$ cat src/rtl/hrange_reduce.sv
// Stream reduction stage: launches an upstream generator, drains it and
// presents sum / beat count / max as a single handshaked result beat.
module hrange_reduce #(
  parameter int DATA_W = 32,
  parameter int ACC_W  = 40,
  parameter int CNT_W  = 16
) (
  input  logic                     _clock,
  input  logic                     _reset,
  input  logic                     _start,
  input  logic                     _ready,
  output logic                     _valid,
  output logic                     _done,
  output logic signed [ACC_W-1:0]  _0,
  output logic        [CNT_W-1:0]  _1,
  output logic signed [DATA_W-1:0] _2,
  output logic                     up_start,
  output logic                     up_ready,
  input  logic                     up_valid,
  input  logic                     up_done,
  input  logic signed [DATA_W-1:0] up_0,
  input  logic signed [DATA_W-1:0] up_1
);

  localparam logic signed [DATA_W-1:0] MIN =
    {1'b1, {(DATA_W-1){1'b0}}};

  typedef enum logic [1:0] {
    IDLE,
    LAUNCH,
    RUN,
    HOLD
  } state_t;

  state_t state, state_n;

  logic signed [ACC_W-1:0]  sum, sum_n, sum_a;
  logic        [CNT_W-1:0]  cnt, cnt_n, cnt_a;
  logic signed [DATA_W-1:0] mx, mx_n, mx_a;
  logic signed [ACC_W-1:0]  r0_n;
  logic        [CNT_W-1:0]  r1_n;
  logic signed [DATA_W-1:0] r2_n;

  // Running totals including the beat on the current edge, if any.
  always_comb begin
    sum_a = sum;
    cnt_a = cnt;
    mx_a  = mx;
    if (up_valid) begin
      sum_a = sum + ACC_W'(up_0);
      if (cnt != '1) cnt_a = cnt + 1'b1;
      if (up_1 > mx) mx_a = up_1;
    end
  end

  always_comb begin
    state_n = state;
    sum_n   = sum;
    cnt_n   = cnt;
    mx_n    = mx;
    r0_n    = _0;
    r1_n    = _1;
    r2_n    = _2;
    unique case (state)
      IDLE: begin
        if (_start) begin
          sum_n   = '0;
          cnt_n   = '0;
          mx_n    = MIN;
          state_n = LAUNCH;
        end
      end
      LAUNCH: state_n = RUN;
      RUN: begin
        sum_n = sum_a;
        cnt_n = cnt_a;
        mx_n  = mx_a;
        if (up_done) begin
          r0_n    = sum_a;
          r1_n    = cnt_a;
          r2_n    = mx_a;
          state_n = HOLD;
        end
      end
      HOLD: begin
        if (_ready) state_n = IDLE;
      end
      default: state_n = IDLE;
    endcase
  end

  // Handshake outputs are registered from the next state.
  always_ff @(posedge _clock or negedge _reset) begin
    if (!_reset) begin
      state    <= IDLE;
      sum      <= '0;
      cnt      <= '0;
      mx       <= MIN;
      _0       <= '0;
      _1       <= '0;
      _2       <= MIN;
      _valid   <= 1'b0;
      _done    <= 1'b1;
      up_start <= 1'b0;
      up_ready <= 1'b0;
    end else begin
      state    <= state_n;
      sum      <= sum_n;
      cnt      <= cnt_n;
      mx       <= mx_n;
      _0       <= r0_n;
      _1       <= r1_n;
      _2       <= r2_n;
      _valid   <= (state_n == HOLD);
      _done    <= (state_n == IDLE) || (state_n == HOLD);
      up_start <= (state_n == LAUNCH);
      up_ready <= (state_n == RUN);
    end
  end

endmodule

$ cat config.mk
export PLATFORM = sky130hd
export DESIGN_NAME = hrange_reduce
export DESIGN_NICKNAME = d
export VERILOG_FILES = /design/src/rtl/hrange_reduce.sv
export SDC_FILE = /design/constraint.sdc
export NUM_CORES = 1
export LEC_CHECK = 0
export CORE_ASPECT_RATIO = 0.6
export CORE_MARGIN = 2
export CORE_UTILIZATION = 50
export DETAILED_ROUTE_END_ITERATION = 10
export PLACE_DENSITY = 0.79
export SYNTH_ARGS = -nofsm -noshare
export SYNTH_HDL_FRONTEND = slang
export SYNTH_SLANG_ARGS = --single-unit
$ cat constraint.sdc
create_clock -name _clock -period 3.2 [get_ports _clock]
set_clock_uncertainty 0.15 [all_clocks]
set_input_delay 0.32 -clock _clock [delete_from_list [all_inputs] [get_ports _clock]]
set_output_delay 0.32 -clock _clock [all_outputs]
set_load 0.005 [all_outputs]
==> out/metrics.yaml <==
grt_setup_unrepaired: "true"
cts_tree: "done"
synth.cell_area_mm2: 0.0108
drt_wl_total_um: 31500
ios: 162
max-slew-margin-rel_pct: 50.8
instances_no_fill: 1693
tightest_slew_ns: 0.737
yosys.area.top_type: "dfrtp_1"
ff_latch_area_mm2: 0.00456
synth_warnings: 0
vias: 10100
post-route-period-util_pct: 99.0
hold_path_class: "in -> reg"
dieArea_mm2: 0.0228
cp-end-kind: "flop"
grt_pass1_wl_um: 50300
status: "finished, final reports clean"
period_needed_ns: 3.17
synth_cell_types: 67
clk_latency_ns: 0.44
initial_core_util_pct: 51.2
grtUsageTotal_pct: 27.4
startpoint_type: "flop"
drc: 0
wire_per_inst_um: 18.6
cts-buffers-inserted: 17
synth_area_per_cell_um2: 9.25
async_reset_ff_share_pct: 100
num_rows: 41
max_freq_mhz: 316
p_seq_share_pct: 29.0
die_y_um: 118
synth_ff_type: "dfrtp_1"
synth-edff-count: 0
synthMostInstantiatedCell: "dfrtp_1"
power_frac_comb_pct: 53.7
max-cap-violations: 0
hold_ws_ns: 0.254
routabilityCongestion: 0.947
synth.net_count: 1313
switchingPower_uw: 5250
die_width_um: 194
grt.overflow.total: 0
ys_ff_latch: 182
clk_pin_slew_ns: 0.07
yosys-top-cells-area: "dfrtp_1, ha_1, o21ai_0"
drive_gt1_share_pct: 13.6
path_class: "reg -> reg"
place_hpwl_um: 22200
portBuffers: 161
clockBufferDepth: 2
dp.cells: 1651
fillCellCount: 1651
finalMaxSlewViolations: 0
cts_max_level: 4
synthCells: 1167
cp_data_required_time_ns: 3.38
grt_pass1_vias: 9609
vdd_ir_drop_max_v: 0.000519
n_antenna_cell: 0
drtPass1Iterations: 5
p_sw_share_pct: 39.5
synth_common_cells: "dfrtp_1, o21ai_0, nand2_1"
drt_iter0_drc: 803
antenna_left: 0
setup_viol: 0
multi_input_comb_area_mm2: 0.00590
coreArea_mm2: 0.0211
clockPowerShare_pct: 17.3
clock-sinks: 182
yosys.area.top_type_share_pct: 41.5
crit_fanout: 3
vias_per_cell: 5.94
internal-power_uw: 8030
power_leakage_uw: 0.00637
worst_ep_arrival_time_ns: 3.35
final_nets: 1547
ys_seq_area_share_pct: 42.2
syn2layout_area_growth_pct: 31.8
power_density_mw_per_mm2: 933
root_buffer: "clkbuf_16"
antenna_found_initial: 0
grt_max_degree: 76
hold_viol_final: 0
final_util_pct: 67.5
## state kept, by name (all words and copies together), names as in the netlist
register,flops
_0,40
_1,16
mx,32
state,2
_2,32
up_start,1
cnt,16
sum,40
_done,1
_valid,1
up_ready,1
## routing by layer
metal	track usage, %	share of wire [%]	vias to the layer above
li1	-	-	4728
met1	42.8	50	4934
met2	38.4	42	365
met3	6.39	7.8	28
met4	5.06	0.86	0
met5	0	0	-
## logic make-up (layout without fill, tap and decap cells)
group | count (synthesis) | count (layout) | synth area share, %
buf+inv | 115 | 362 | 4.11
compound gates | 411 | 411 | 25.5
mux | 31 | 31 | 2.89
flops | 182 | 182 | 42.2
simple gates | 308 | 308 | 12.8
fa+ha+maj | 76 | 76 | 8.88
xor+xnor | 44 | 44 | 3.57
## worst max-delay path, cell delays in order, from the launching register on
cell and delay, ns:
dfrtp_1 0.39, ha_2 0.21, fa_2 0.35, a211o_1 0.32
a21oi_4 0.20, a21oi_4 0.11, o31ai_4 0.29, a2111oi_4 0.13
o31ai_4 0.22, a21boi_1 0.13, or3_1 0.32, a32o_1 0.24
## cell type report
type                       count  area share [%]
multi-input combinational    870            41.5
clock inverter                11            1.21
timing repair buffer         284            18.4
sequential                   182            32.0
inverter                      46            1.21
clock buffer                  21            3.24
tap                          279            2.45
## per-stage QoR
stage | worst slack, ns | power (uW) | setup TNS [ns] | instance area (um^2)
after floorplan | 0.0437 | 7660 | 0 | 10800
after global placement | -0.375 | 10400 | -12.03 | 13400
after detailed placement | -0.416 | 10600 | -15.82 | 13400
after CTS | 0.0177 | 13000 | 0 | 14100
after global routing | -0.0655 | 14200 | -0.206 | 14200
final | 0.0323 | 13300 | 0 | 14200
## worst paths after layout
path                                    start                   to  slack [ns]  cells after the start
max                        sum[0]$_DFFE_PN0P_  sum[36]$_DFFE_PN0P_        0.03                     11
min                                  up_valid   sum[9]$_DFFE_PN0P_        0.25                      3
max reg2reg                sum[0]$_DFFE_PN0P_  sum[36]$_DFFE_PN0P_        0.03                     11
min reg2reg                 _0[2]$_DFFE_PN0P_    _0[2]$_DFFE_PN0P_        0.33                      2
max in group asynchronous              _reset      _done$_DFF_PN1_        1.74                      3
min in group asynchronous              _reset    _0[5]$_DFFE_PN0P_        0.35                      2
## placed cells by master (no fill, tap or decap), drive strengths merged, types with 5 or more instances in the layout
cell type        n
inv             47
xor2            25
a211oi           6
nor2            75
and3             6
clkinv           5
o211ai           7
nor3             8
a21o            26
o21ai          137
xnor2           19
nand3           52
buf            123
nor2b           12
a22o            57
mux2i           30
nand2          117
clkbuf          22
a32o             5
a21oi           74
clkdlybuf4s50  159
nand4           17
o31ai           15
dfrtp          179
a31oi           43
nand2b           5
ha              75
o21a            11
## power by group through the flow
stage	combinational (uW)	clock, uW	sequential [uW]
2_1_floorplan	3910	0	3760
3_3_place_gp	6580	0	3840
3_5_place_dp	6750	0	3860
4_1_cts	6840	2310	3840
5_1_grt	7790	2400	3970
6_report	7120	2300	3850
## timing repair
action / in CTS / in global routing
endpoints found under the hold margin: 73 / 0
cloned: 0 / 1
buffers inserted: 1 / 7
hold buffers: 1 / 0
pin swaps: 3 / 11
setup endpoints to repair: 3 / 49
resized for setup: 4 / 15
No activity file was read; power rests on OpenSTA's default activity.
